===== config.mk =====
export PLATFORM = sky130hd
export DESIGN_NAME = mem_port_arbiter_flat
export DESIGN_NICKNAME = d
export VERILOG_FILES = /design/src/rtl/mem_port_arbiter_if.sv /design/src/rtl/mem_port_arbiter.sv /design/src/flat_wrapper.sv
export SDC_FILE = /design/constraint.sdc
export NUM_CORES = 1
export LEC_CHECK = 0
export BUFFER_PORTS_ARGS = -buffer_cell sky130_fd_sc_hd__buf_2
export CELL_PAD_IN_SITES_DETAIL_PLACEMENT = 1
export CELL_PAD_IN_SITES_GLOBAL_PLACEMENT = 2
export CORE_MARGIN = 5
export CORE_UTILIZATION = 25
export CTS_CLUSTER_SIZE = 12
export DETAILED_ROUTE_END_ITERATION = 6
export PLACE_DENSITY_LB_ADDON = 0.1
export SLEW_MARGIN = 40
export SYNTH_ARGS = -nofsm -noshare
export SYNTH_HDL_FRONTEND = slang
export SYNTH_SLANG_ARGS = --single-unit

===== constraint.sdc =====
create_clock -name clock -period 4 [get_ports clock]
set_clock_uncertainty 0.1 [all_clocks]
set_input_delay 0.2 -clock clock [delete_from_list [all_inputs] [get_ports clock]]
set_output_delay 0.2 -clock clock [all_outputs]
set_load 0.005 [all_outputs]

===== src/rtl/mem_port_arbiter_if.sv =====
// rtl/mem_port_arbiter_if.sv - client and memory port signals of the memory port arbiter
interface mem_port_arbiter_if;
  logic        d_read;
  logic [3:0]  d_write;
  logic [31:0] d_addr;
  logic [31:0] d_wdata;
  logic [31:0] d_rdata;
  logic        d_ready;
  logic        i_read;
  logic [31:0] i_addr;
  logic [31:0] i_rdata;
  logic        i_ready;
  logic        m_read;
  logic [3:0]  m_write;
  logic [31:0] m_addr;
  logic [31:0] m_wdata;
  logic [31:0] m_rdata;
  logic        m_ready;

  modport slave (
    input  d_read, d_write, d_addr, d_wdata, i_read, i_addr, m_rdata, m_ready,
    output d_rdata, d_ready, i_rdata, i_ready, m_read, m_write, m_addr, m_wdata
  );

  modport master (
    output d_read, d_write, d_addr, d_wdata, i_read, i_addr, m_rdata, m_ready,
    input  d_rdata, d_ready, i_rdata, i_ready, m_read, m_write, m_addr, m_wdata
  );
endinterface


===== src/rtl/mem_port_arbiter.sv =====
// rtl/mem_port_arbiter.sv - shares one memory port between the fetch and data clients
module mem_port_arbiter #(
  parameter int D_PRIORITY = 1,
  parameter int TIMEOUT    = 0,
  parameter int CNT_W      = 8
) (
  input  logic              clock,
  input  logic              reset,
  mem_port_arbiter_if.slave bus,
  output logic [1:0]        owner,
  output logic              err_timeout
);
  typedef enum logic [1:0] {IDLE = 2'd0, SERVE_D = 2'd1, SERVE_I = 2'd2} state_t;

  localparam bit             WD_EN   = (TIMEOUT > 0);
  localparam logic [CNT_W-1:0] WD_LAST = CNT_W'(WD_EN ? TIMEOUT - 1 : 0);

  state_t            state, state_nx;
  logic              last_d;
  logic              lat_read;
  logic [3:0]        lat_write;
  logic [31:0]       lat_addr;
  logic [31:0]       lat_wdata;
  logic [CNT_W-1:0]  wd_cnt;
  logic              dreq, ireq, serving, wd_hit;
  logic              grant_d, grant_i, timed_out;

  assign dreq    = bus.d_read | (|bus.d_write);
  assign ireq    = bus.i_read;
  assign serving = (state != IDLE);
  assign wd_hit  = WD_EN && serving && (wd_cnt == WD_LAST);

  always_comb begin
    state_nx    = state;
    grant_d     = 1'b0;
    grant_i     = 1'b0;
    timed_out   = 1'b0;
    bus.d_ready = 1'b0;
    bus.d_rdata = '0;
    bus.i_ready = 1'b0;
    bus.i_rdata = '0;
    case (state)
      IDLE: begin
        // On a tie the data client wins unless round-robin says fetch is due
        if (dreq && (!ireq || D_PRIORITY != 0 || !last_d)) begin
          grant_d  = 1'b1;
          state_nx = SERVE_D;
        end else if (ireq) begin
          grant_i  = 1'b1;
          state_nx = SERVE_I;
        end
      end
      SERVE_D: begin
        if (bus.m_ready || wd_hit) begin
          bus.d_ready = 1'b1;
          bus.d_rdata = bus.m_ready ? bus.m_rdata : '0;
          timed_out   = !bus.m_ready;
          state_nx    = IDLE;
        end
      end
      SERVE_I: begin
        if (bus.m_ready || wd_hit) begin
          bus.i_ready = 1'b1;
          bus.i_rdata = bus.m_ready ? bus.m_rdata : '0;
          timed_out   = !bus.m_ready;
          state_nx    = IDLE;
        end
      end
      default: state_nx = IDLE;
    endcase
  end

  assign bus.m_read  = serving & lat_read;
  assign bus.m_write = serving ? lat_write : '0;
  assign bus.m_addr  = serving ? lat_addr : '0;
  assign bus.m_wdata = serving ? lat_wdata : '0;
  assign owner       = {state == SERVE_D, state == SERVE_I};

  always_ff @(posedge clock) begin
    if (reset) begin
      state       <= IDLE;
      last_d      <= 1'b0;
      lat_read    <= 1'b0;
      lat_write   <= '0;
      lat_addr    <= '0;
      lat_wdata   <= '0;
      wd_cnt      <= '0;
      err_timeout <= 1'b0;
    end else begin
      state <= state_nx;
      if (timed_out) err_timeout <= 1'b1;
      if (grant_d) begin
        // A write request overrides a simultaneous read request
        last_d    <= 1'b1;
        lat_read  <= bus.d_read & ~(|bus.d_write);
        lat_write <= bus.d_write;
        lat_addr  <= bus.d_addr & ~32'h3;
        lat_wdata <= bus.d_wdata;
        wd_cnt    <= '0;
      end else if (grant_i) begin
        last_d    <= 1'b0;
        lat_read  <= 1'b1;
        lat_write <= '0;
        lat_addr  <= bus.i_addr & ~32'h3;
        lat_wdata <= '0;
        wd_cnt    <= '0;
      end else if (serving) begin
        wd_cnt <= wd_cnt + CNT_W'(1);
      end
    end
  end
endmodule


===== src/flat_wrapper.sv =====
// flat-port wrapper written by rule: the top's interface ports become plain ports
module mem_port_arbiter_flat 
#(
  parameter int D_PRIORITY = 1,
  parameter int TIMEOUT    = 0,
  parameter int CNT_W      = 8
)
  (clock, reset, owner, err_timeout, bus_d_read, bus_d_write, bus_d_addr, bus_d_wdata, bus_i_read, bus_i_addr, bus_m_rdata, bus_m_ready, bus_d_rdata, bus_d_ready, bus_i_rdata, bus_i_ready, bus_m_read, bus_m_write, bus_m_addr, bus_m_wdata);
  mem_port_arbiter_if bus_i ();
  input  logic clock;
  input  logic reset;
  output logic [1:0] owner;
  output logic err_timeout;
  input wire logic [$bits(bus_i.d_read)-1:0] bus_d_read;
  input wire logic [$bits(bus_i.d_write)-1:0] bus_d_write;
  input wire logic [$bits(bus_i.d_addr)-1:0] bus_d_addr;
  input wire logic [$bits(bus_i.d_wdata)-1:0] bus_d_wdata;
  input wire logic [$bits(bus_i.i_read)-1:0] bus_i_read;
  input wire logic [$bits(bus_i.i_addr)-1:0] bus_i_addr;
  input wire logic [$bits(bus_i.m_rdata)-1:0] bus_m_rdata;
  input wire logic [$bits(bus_i.m_ready)-1:0] bus_m_ready;
  output wire logic [$bits(bus_i.d_rdata)-1:0] bus_d_rdata;
  output wire logic [$bits(bus_i.d_ready)-1:0] bus_d_ready;
  output wire logic [$bits(bus_i.i_rdata)-1:0] bus_i_rdata;
  output wire logic [$bits(bus_i.i_ready)-1:0] bus_i_ready;
  output wire logic [$bits(bus_i.m_read)-1:0] bus_m_read;
  output wire logic [$bits(bus_i.m_write)-1:0] bus_m_write;
  output wire logic [$bits(bus_i.m_addr)-1:0] bus_m_addr;
  output wire logic [$bits(bus_i.m_wdata)-1:0] bus_m_wdata;
  assign bus_i.d_read = bus_d_read;
  assign bus_i.d_write = bus_d_write;
  assign bus_i.d_addr = bus_d_addr;
  assign bus_i.d_wdata = bus_d_wdata;
  assign bus_i.i_read = bus_i_read;
  assign bus_i.i_addr = bus_i_addr;
  assign bus_i.m_rdata = bus_m_rdata;
  assign bus_i.m_ready = bus_m_ready;
  assign bus_d_rdata = bus_i.d_rdata;
  assign bus_d_ready = bus_i.d_ready;
  assign bus_i_rdata = bus_i.i_rdata;
  assign bus_i_ready = bus_i.i_ready;
  assign bus_m_read = bus_i.m_read;
  assign bus_m_write = bus_i.m_write;
  assign bus_m_addr = bus_i.m_addr;
  assign bus_m_wdata = bus_i.m_wdata;
  mem_port_arbiter #(.D_PRIORITY(D_PRIORITY), .TIMEOUT(TIMEOUT), .CNT_W(CNT_W)) u_core (.clock(clock), .reset(reset), .bus(bus_i), .owner(owner), .err_timeout(err_timeout));
endmodule

==> results of run 1 <==
[report_power, final]
part           total, mW  switching, mW  internal, mW
clock network      0.994          0.320         0.674
logic              0.676          0.346         0.330
registers          0.804         0.0342         0.770
total               2.47          0.700          1.77
[final timing paths]
| kind | cells past startpoint | from | endpoint | slack, ns |
|---|---|---|---|---|
| setup / recovery | 5 | u_core.state[0]$_SDFFE_PP0P_ | bus_m_addr[23] | 1.55 |
| hold / removal | 3 | bus_d_wdata[10] | u_core.lat_wdata[10]$_SDFFE_PP0P_ | 0.02 |
| setup reg to reg | 5 | u_core.state[0]$_SDFFE_PP0P_ | u_core.lat_wdata[24]$_SDFFE_PP0P_ | 1.58 |
| hold reg to reg | 2 | u_core.lat_wdata[26]$_SDFFE_PP0P_ | u_core.lat_wdata[26]$_SDFFE_PP0P_ | 0.39 |
[cells by family after synthesis]
| kind of cell | synth area share (%) |
|---|---|
| buffers and inverters | 6.17 |
| flip-flops | 30.0 |
| AO/OA/AOI/OAI | 11.4 |
| other | 0.0814 |
| multiplexers | 14.6 |
| adder cells (fa/ha/maj) | 0.815 |
| AND/OR/NAND/NOR | 36.9 |
[sequential cells by signal, summed over array words and instances, names as in the netlist]
signal            flops
u_core.state          2
u_core.lat_write      4
u_core.lat_read       1
u_core.lat_wdata     32
u_core.lat_addr      30
[final cells by class]
| cell class | instances | area share [%] |
|---|---|---|
| clock buffers | 10 | 3.57 |
| clock inverters | 6 | 2.09 |
| inverters | 4 | 0.234 |
| multi-input cells | 410 | 46.3 |
| flip-flops and latches | 69 | 21.5 |
| well taps | 229 | 4.47 |
| repair buffers | 274 | 21.8 |
[tightest hold or removal path: stages]
cell and delay, ns:
buf_2 0.10, nand2b_1 0.05, mux2i_1 0.06
[cells in the mapped netlist, types with 3 or more instances]
| cell type | number | area share [%] |
|---|---|---|
| mux2_2 | 26 | 6.4 |
| buf_4 | 3 | 0.49 |
| nor2b_1 | 96 | 13 |
| mux2_4 | 4 | 1.3 |
| nand3_1 | 30 | 3.3 |
| o21ai_0 | 5 | 0.54 |
| dfxtp_1 | 69 | 30 |
| buf_1 | 7 | 0.57 |
| mux2i_1 | 32 | 7.0 |
| inv_1 | 4 | 0.33 |
| nand2b_1 | 34 | 4.6 |
| and3_1 | 64 | 8.7 |
| nand3b_1 | 40 | 6.5 |
| ha_1 | 3 | 0.82 |
| clkbuf_1 | 46 | 3.7 |
| buf_2 | 5 | 0.54 |
| a21oi_1 | 32 | 3.5 |
| a21bo_2 | 30 | 6.5 |
[metal layers]
metal | share of wire, % | vias up | wire length, µm | global-route usage (%)
met3 | 8.0 | 21 | 1350 | 5.76
li1 | - | 2299 | - | -
met1 | 43 | 2152 | 7320 | 18.5
met4 | 1.4 | 4 | 230 | 4.10
met2 | 47 | 162 | 7990 | 24.7
met5 | 0.14 | - | 23 | 0
==> impl_metrics.py, run 1 <==
metrics = {
    "final_layout": {
        "final_cells": 1002,
        "postLayoutCellArea_um2": 6420,
        "utilization_pct": 35.6,
        "final_layout_size_suffix_gt1_share_pct": 45.8,
        "antenna-diode-count": 0,
        "seqCellArea_um2": 1380,
        "layout_common_cells": "265 x buf_2, 96 x nor2b_1, 69 x dfxtp_1",
        "syn_to_final_growth_pct": 39.3,
        "fillers": 2166,
        "final_nets": 908,
        "multiInputGateArea_um2": 2970,
        "final_common_cell": "buf_2",
    },
    "clocking": {
        "ctsHoldBuffers": 0,
        "clock_path_buffers": 2,
        "cts_resized": 0,
        "postCtsSetupBuffers": 0,
        "clk_latency_ns": 0.33,
        "cts_root_buf": "clkbuf_16",
        "cts_made_buffers": 9,
        "htree_num_levels": 3,
        "clock_sink_count": 69,
        "cts_tree": "done",
        "path_clk_slew_ns": 0.06,
    },
    "critical_path": {
        "critical_path_required_ns": 3.70,
        "cp_slowest_cell": "buf_4",
        "endpoint_kind": "primary output",
        "critPathKind": "flip-flop to primary output",
        "path_buf_inv": 3,
        "crit_family": "buffers and inverters",
        "worstSetupStartpointType": "flip-flop",
        "max_stage_delay_ns": 0.55,
        "critPathArrivalTime_ns": 2.15,
        "path_cells": "inv_1 > ha_4 > buf_4 > nor2b_1 > buf_2",
        "crit_fanout": 57,
    },
    "global_route": {
        "grt_pass1_wl_um": 26500,
        "grt_pass1_vias": 4797,
        "grt_max_degree": 114,
        "overflow": 0,
        "grt_usage_pct": 15.1,
        "antenna_found_initial": 2,
    },
    "routing": {
        "antenna_left": 0,
        "avgViaCountPerCell": 4.63,
        "drc": 0,
        "wirelength_um": 16900,
        "drt_pass1_iterations": 6,
        "wl_per_cell_um": 16.9,
        "drt_iter0_drc": 204,
        "vias": 4638,
    },
    "logic_synthesis": {
        "yosysSeqAreaShare_pct": 30.0,
        "ys_ff_latch": 69,
        "postSynthAreaPerCell_um2": 8.47,
        "postSynth.asyncResetShare_pct": 0,
        "syn_inst": 544,
        "yosys_warnings": 0,
        "netlist_area_um2": 4610,
        "yosysUniqueCellTypes": 30,
        "ys_dominant_reg_cell": "dfxtp_1",
        "synth_edf_count": 0,
    },
    "floorplan": {
        "die_h_um": 146,
        "ios": 275,
        "die-area_um2": 21200,
        "initial_utilization_pct": 25.6,
        "rows": 49,
        "core_um2": 18000,
        "dieWidth_um": 146,
    },
    "pwr": {
        "p_leak_nw": 3.40,
        "power_density_nw_per_um2": 386,
        "peakVddDrop_uv": 193,
        "power.total_mw": 2.47,
    },
    "placement": {
        "dp_hpwl_um": 12100,
        "numPlacedInstances": 986,
        "gp_congestion": 0.712,
        "io_buffers": 267,
        "placed_area_um2": 6050,
        "dp_slack_ns": 1.50,
    },
    "timing": {
        "finalHoldViolations": 0,
        "finalMaxSlewViolations": 0,
        "setup_viol": 0,
        "fin_setup_tns_ns": 0,
        "tightest_slew_ns": 0.748,
        "period_needed_ns": 2.45,
        "timing.fmax_mhz": 408,
        "fin_ws_ns": 1.55,
        "rsz0062_at_grt": "no",
        "layout_worst_path_cycle_share_pct": 61.3,
        "hold_slack_ns": 0.0174,
        "slew_headroom_pct": 50.1,
    },
    "job": {
        "drv_cap": 0,
    },
    "status": {
        "status": "completed",
    },
    "min_path": {
        "hold_path_class": "input port to flip-flop",
    },
}
No activity file was read; power rests on OpenSTA's default activity.
==> inputs of run 2 (changes only) <==
--- a/config.mk
+++ b/config.mk
@@ -9,7 +9,7 @@
 export CELL_PAD_IN_SITES_DETAIL_PLACEMENT = 1
 export CELL_PAD_IN_SITES_GLOBAL_PLACEMENT = 2
 export CORE_MARGIN = 5
-export CORE_UTILIZATION = 25
+export CORE_UTILIZATION = 21
 export CTS_CLUSTER_SIZE = 12
 export DETAILED_ROUTE_END_ITERATION = 6
 export PLACE_DENSITY_LB_ADDON = 0.1
==> constraint.sdc (replaced) <==
create_clock -name clock -period 2.2 [get_ports clock]
set_clock_uncertainty 0.1 [all_clocks]
set_input_delay 0.11 -clock clock [delete_from_list [all_inputs] [get_ports clock]]
set_output_delay 0.11 -clock clock [all_outputs]
set_load 0.005 [all_outputs]
==> run 2 against run 1 <==
Net effect: sequential share of layout area shrank 1.5 points; critical endpoint is now u_core.lat_addr[7]$_SDFFE_PP0P_; first-iteration DRC count shrank 21%; via count grew 5.1%; non-clock buffer count grew 44; register-to-register slack lost 1.3 ns; final cell count grew 9.5%; sequential cell count is the same; die area grew 18%; combinational power grew 98%; routed wire length grew 7.6%; largest cell class unchanged; hold slack gained 0.0015 ns; global-route usage shrank 1.2 points.
==> impl_metrics.py, run 2 (synthesis results as in run 1) <==
metrics = {
    "final_layout": {
        "multiInputGateArea_um2": 2970,
        "final_layout_size_suffix_gt1_share_pct": 43.8,
        "fillers": 2580,
        "syn_to_final_growth_pct": 49.6,
        "seqCellArea_um2": 1380,
        "final_nets": 952,
        "largest_register_ffs": 32,
        "final_common_cell": "buf_2",
        "antenna-diode-count": 0,
        "regMostFlops": "u_core.lat_wdata",
        "layout_common_cells": "265 x buf_2, 96 x nor2b_1, 69 x dfxtp_1",
        "utilization_pct": 31.8,
        "postLayoutCellArea_um2": 6890,
        "top_regs": "u_core.lat_wdata (32), u_core.lat_addr (30), u_core.lat_write (4)",
    },
    "global_route": {
        "grt_pass1_vias": 5127,
        "grt_usage_pct": 13.9,
        "overflow": 0,
        "grt_max_degree": 96,
        "antenna_found_initial": 0,
        "grt_pass1_wl_um": 27800,
    },
    "clocking": {
        "htree_num_levels": 3,
        "postCtsSetupBuffers": 0,
        "cts_made_buffers": 9,
        "cts_root_buf": "clkbuf_16",
        "path_clk_slew_ns": 0.06,
        "clock_path_buffers": 2,
        "cts_tree": "done",
        "clock_sink_count": 69,
        "clk_latency_ns": 0.33,
    },
    "timing": {
        "setup_viol": 0,
        "rsz0062_at_grt": "no",
        "fin_setup_tns_ns": 0,
        "finalMaxSlewViolations": 0,
        "slew_headroom_pct": 62.2,
        "finalHoldViolations": 0,
        "fin_ws_ns": 0.0734,
        "tightest_slew_ns": 0.566,
        "layout_worst_path_cycle_share_pct": 96.7,
        "period_needed_ns": 2.13,
        "hold_slack_ns": 0.0189,
        "timing.fmax_mhz": 470,
    },
    "critical_path": {
        "path_cells": "dlygate4sd3_1 > buf_2 > or4_4 > o21a_4 > buf_12 > mux2_2",
        "crit_fanout": 33,
        "critical_path_required_ns": 2.32,
        "critPathKind": "input port to flip-flop",
        "endpoint_kind": "flip-flop",
        "worstSetupStartpointType": "input port",
        "max_stage_delay_ns": 0.57,
        "cp_slowest_cell": "or4_4",
        "critPathArrivalTime_ns": 2.25,
        "rrSetupSlack_ns": 0.27,
    },
    "pwr": {
        "peakVddDrop_uv": 326,
        "power.internal_mw": 2.98,
        "seq_power_share_pct": 34.2,
        "p_comb_share_pct": 31.2,
        "switching_share_pct": 30.2,
        "power_density_nw_per_um2": 620,
        "p_switching_mw": 1.29,
        "pwr-share-clk_pct": 34.6,
        "p_leak_nw": 3.57,
    },
    "floorplan": {
        "rows": 54,
        "dieWidth_um": 158,
        "initial_utilization_pct": 21.2,
        "core_um2": 21700,
        "die_h_um": 158,
        "die-area_um2": 25000,
        "ios": 275,
    },
    "routing": {
        "drc": 0,
        "drt_iter0_drc": 161,
        "avgViaCountPerCell": 4.44,
        "vias": 4875,
        "antenna_left": 0,
        "drt_pass1_iterations": 4,
        "wirelength_um": 18200,
        "wl_per_cell_um": 16.6,
    },
    "placement": {
        "gp_congestion": 0.727,
        "dp_slack_ns": 0.219,
        "placed_area_um2": 6220,
        "io_buffers": 267,
        "dp_hpwl_um": 13300,
    },
    "min_path": {
        "hold_path_class": "input port to flip-flop",
    },
    "job": {
        "drv_cap": 0,
    },
    "status": {
        "status": "completed",
    },
}
## run 2: cell types whose count changed in the layout (fill, tap and decap cells not counted), moves of 2 or more
cell / delta
buf_12: +5
buf_4: +3
bufinv_16: -3
ha_1: +2
dlygate4sd3_1: +37
ha_2: -2
## run 2: worst paths after layout
kind / start / end / depth (start not counted)
worst max-delay path: bus_d_write[1] / u_core.lat_addr[7]$_SDFFE_PP0P_ / 6
worst min-delay path: bus_d_addr[19] / u_core.lat_addr[19]$_SDFFE_PP0P_ / 3
worst max register to register: u_core.state[0]$_SDFFE_PP0P_ / u_core.lat_wdata[8]$_SDFFE_PP0P_ / 7
worst min register to register: u_core.lat_wdata[4]$_SDFFE_PP0P_ / u_core.lat_wdata[4]$_SDFFE_PP0P_ / 2
## run 2: timing repair
item,4_1_cts,5_1_grt
endpoints found under the hold margin,37,0
hold buffers,37,0
gates resized for setup,0,0
setup endpoints to repair,0,0
## run 2: metal layers
| metal | up-vias | GRT usage, % | wire length, µm |
|---|---|---|---|
| met5 | - | 0 | 0 |
| met4 | 0 | 3.90 | 298 |
| met3 | 21 | 3.72 | 1410 |
| met2 | 150 | 24.9 | 9110 |
| met1 | 2315 | 16.2 | 7390 |
| li1 | 2389 | - | - |
## run 2: power by group through the flow
| stage | combinational [mW] | sequential (mW) | clock (mW) |
|---|---|---|---|
| 6_report | 1.34 | 1.46 | 1.48 |
| 5_1_grt | 1.48 | 1.48 | 1.62 |
| 4_1_cts | 1.37 | 1.46 | 1.55 |
| 3_5_place_dp | 1.32 | 1.49 | 0 |
| 3_3_place_gp | 1.28 | 1.48 | 0 |
| 2_1_floorplan | 0.834 | 1.47 | 0 |
## run 2: layout make-up
class                           count  share of cell area [%]
Multi-Input combinational cell    410                    43.1
Clock buffer                       12                    3.58
Inverter                            4                   0.218
Clock inverter                      4                   0.690
Tap cell                          280                    5.09
Timing Repair Buffer              318                    27.3
Sequential cell                    69                    20.1
## run 2: stage by stage
step / cells / power (mW)
after global placement: 1044 / 2.76
after detailed placement: 1044 / 2.80
after global routing: 1097 / 4.58
after floorplan: 546 / 2.30
after CTS: 1097 / 4.39
final: 1097 / 4.27
## run 2: critical path: cells and delay by family
family,cells,cell delay [ns]
buf+inv,3,0.92
simple gates,1,0.57
compound gates,1,0.33
mux,1,0.29
==> inputs of run 3 (changes only) <==
--- a/config.mk
+++ b/config.mk
@@ -5,11 +5,13 @@
 export SDC_FILE = /design/constraint.sdc
 export NUM_CORES = 1
 export LEC_CHECK = 0
+export ABC_AREA = 1
 export BUFFER_PORTS_ARGS = -buffer_cell sky130_fd_sc_hd__buf_2
 export CELL_PAD_IN_SITES_DETAIL_PLACEMENT = 1
 export CELL_PAD_IN_SITES_GLOBAL_PLACEMENT = 2
 export CORE_MARGIN = 5
-export CORE_UTILIZATION = 21
+export CORE_UTILIZATION = 17
+export CTS_CLUSTER_DIAMETER = 50
 export CTS_CLUSTER_SIZE = 12
 export DETAILED_ROUTE_END_ITERATION = 6
 export PLACE_DENSITY_LB_ADDON = 0.1
==> run 3 against run 2 <==
Net effect: sequential share of layout area grew 1.2 points; largest cell class unchanged; critical path type is now flip-flop to primary output; cell area shrank 5.7%; non-clock buffer count grew 5; routed wire length grew 3.8%.
==> impl_metrics.py, run 3 <==
metrics = {
    "status": {
        "status": "completed",
    },
    "timing": {
        "finalHoldViolations": 0,
        "fin_ws_ns": 0.244,
        "fin_setup_tns_ns": 0,
        "setup_viol": 0,
        "rsz0062_at_grt": "no",
        "hold_slack_ns": 0.0123,
        "period_needed_ns": 1.96,
        "timing.fmax_mhz": 511,
        "finalMaxSlewViolations": 0,
        "layout_worst_path_cycle_share_pct": 88.9,
    },
    "routing": {
        "drt_pass1_iterations": 4,
        "vias": 5183,
        "antenna_left": 0,
        "drt_iter0_drc": 153,
        "wirelength_um": 18900,
        "wl_per_cell_um": 14.0,
        "avgViaCountPerCell": 3.85,
        "drc": 0,
    },
    "logic_synthesis": {
        "synth_largest_area_cell": "dfxtp_1",
        "netlist_area_um2": 4110,
        "synthTopCellsByCount": "253 x nor2_1, 136 x inv_1, 105 x nand2_1",
        "yosys-top-cells-area": "dfxtp_1 34%, nor2_1 23%, inv_1 12%, nand2_1 9.6%, nand3_1 8.0%",
        "yosys_warnings": 0,
        "synth_top_cell_area_share_pct": 33.6,
        "yosysUniqueCellTypes": 21,
        "synth_edf_count": 0,
        "yosysMostFrequentCell": "nor2_1",
        "postSynth.asyncResetShare_pct": 0,
        "syn_inst": 731,
        "ys_dominant_reg_cell": "dfxtp_1",
        "postSynthAreaPerCell_um2": 5.62,
        "ys_ff_latch": 69,
        "yosysSeqAreaShare_pct": 33.6,
    },
    "floorplan": {
        "die_h_um": 166,
        "dieWidth_um": 166,
        "initial_utilization_pct": 17.1,
        "ios": 275,
        "die-area_um2": 27400,
        "rows": 57,
        "core_um2": 24000,
    },
    "final_layout": {
        "postLayoutCellArea_um2": 6490,
        "utilization_pct": 27.0,
        "fillers": 3143,
        "final_common_cell": "buf_2",
        "regMostFlops": "u_core.lat_wdata",
        "top_regs": "u_core.lat_wdata (32), u_core.lat_addr (30), u_core.lat_write (4)",
        "layout_common_cells": "267 x buf_2, 253 x nor2_1, 136 x inv_1",
        "final_layout_size_suffix_gt1_share_pct": 30.3,
        "largest_register_ffs": 32,
        "final_cells": 1347,
        "final_nets": 1156,
        "syn_to_final_growth_pct": 57.9,
    },
    "global_route": {
        "grt_pass1_wl_um": 28500,
        "grt_pass1_vias": 5251,
        "overflow": 0,
        "grt_usage_pct": 13.4,
        "grt_max_degree": 53,
        "antenna_found_initial": 5,
    },
    "placement": {
        "dp_slack_ns": 0.490,
        "io_buffers": 267,
        "placed_area_um2": 5810,
        "dp_hpwl_um": 13800,
        "gp_congestion": 0.770,
        "numPlacedInstances": 1292,
    },
    "critical_path": {
        "endpoint": "bus_i_rdata[30]",
        "max_stage_delay_ns": 0.34,
        "rrSetupSlack_ns": 0.51,
        "critPathArrivalTime_ns": 1.75,
        "crit_fanout": 15,
        "r2r_start": "u_core.state[0]$_SDFFE_PP0P_",
        "reg2reg_depth": 8,
        "r2r_end": "u_core.lat_wdata[29]$_SDFFE_PP0P_",
        "critical_path_required_ns": 1.99,
        "path_cells": "inv_1 > ha_1 > nand2_1 > buf_4 > nor2_1 > buf_2",
        "worstSetupStartpointType": "flip-flop",
        "cp_slowest_cell": "dfxtp_1",
        "critPathKind": "flip-flop to primary output",
        "endpoint_kind": "primary output",
        "startpoint": "u_core.state[0]$_SDFFE_PP0P_",
    },
    "clocking": {
        "cts_root_buf": "clkbuf_16",
        "clock_sink_count": 69,
        "clk_latency_ns": 0.33,
        "postCtsSetupBuffers": 0,
        "htree_num_levels": 3,
        "path_clk_slew_ns": 0.07,
        "clock_path_buffers": 2,
        "cts_tree": "done",
        "cts_made_buffers": 9,
    },
    "pwr": {
        "power_density_nw_per_um2": 639,
        "p_leak_nw": 3.70,
        "power.total_mw": 4.15,
        "peakVddDrop_uv": 352,
    },
    "min_path": {
        "hold_path_class": "input port to flip-flop",
        "hp-start": "bus_d_addr[19]",
    },
    "job": {
        "drv_cap": 0,
    },
}
==> run 3: cell count changes in the layout (fill, tap and decap cells not counted), sizes merged, moves of 6 or more <==
cell    delta
nand2b    -34
nor2b     -96
inv      +137
and3      -64
mux2i     -32
nor2     +254
nand3b    -40
nand2    +105
a21oi      +6
mux2      -30
nand3     +37
a21bo     -30
==> run 3: kinds of logic after synthesis <==
logic type      synth area share, %
flops                          33.6
fa+ha+maj                     0.913
compound gates                 4.93
other cells                  0.0912
simple gates                   41.8
buf+inv                        18.7
==> run 3: how the worst min path moves through the flow <==
stage	to	slack (ns)	cells past startpoint
floorplan	u_core.lat_wdata[1]$_SDFFE_PP0P_	0.16	2
detailed placement	u_core.lat_wdata[10]$_SDFFE_PP0P_	0.27	3
global placement	u_core.lat_wdata[4]$_SDFFE_PP0P_	0.27	3
finish	u_core.lat_addr[19]$_SDFFE_PP0P_	0.01	5
global route	u_core.lat_addr[2]$_SDFFE_PP0P_	0.03	5
CTS	u_core.lat_addr[19]$_SDFFE_PP0P_	0.0008	5
==> run 3: what timing repair did <==
item	in CTS	in global routing
hold endpoints to repair	37	0
endpoints found under the setup margin	0	0
resized for setup	0	0
hold buffers	37	0
==> run 3: per-layer routing <==
metal / vias to the layer above / wire, µm / part of all wire, % / track usage (%)
met1: 2327 / 8090 / 43 / 16.1
li1: 2696 / - / - / -
met5: - / 37 / 0.20 / 0
met4: 6 / 300 / 1.6 / 3.30
met2: 134 / 9230 / 49 / 23.3
met3: 20 / 1230 / 6.5 / 3.92
==> run 3: power by group <==
part / leakage [nW] / internal [mW] / switching (mW)
registers: 0.571 / 1.38 / 0.0464
logic: 2.98 / 0.479 / 0.720
clock network: 0.143 / 0.894 / 0.632
total: 3.70 / 2.75 / 1.40
==> run 3: area by class of cell <==
cell class | count | area [µm²] | share of cell area [%]
antenna | 2 | 5.00 | 0.0771
clock buffer | 9 | 225 | 3.47
clock inverter | 7 | 80.1 | 1.23
inverter | 137 | 514 | 7.92
multi-input combinational | 476 | 1980 | 30.5
sequential | 69 | 1380 | 21.3
tap | 324 | 405 | 6.24
timing repair buffer | 323 | 1900 | 29.2
==> run 3: critical path, delay by kind of cell (launching register included) <==
family	cells	cell delay [ns]
buf+inv	3	0.50
flops	1	0.34
fa+ha+maj	1	0.22
simple gates	2	0.34
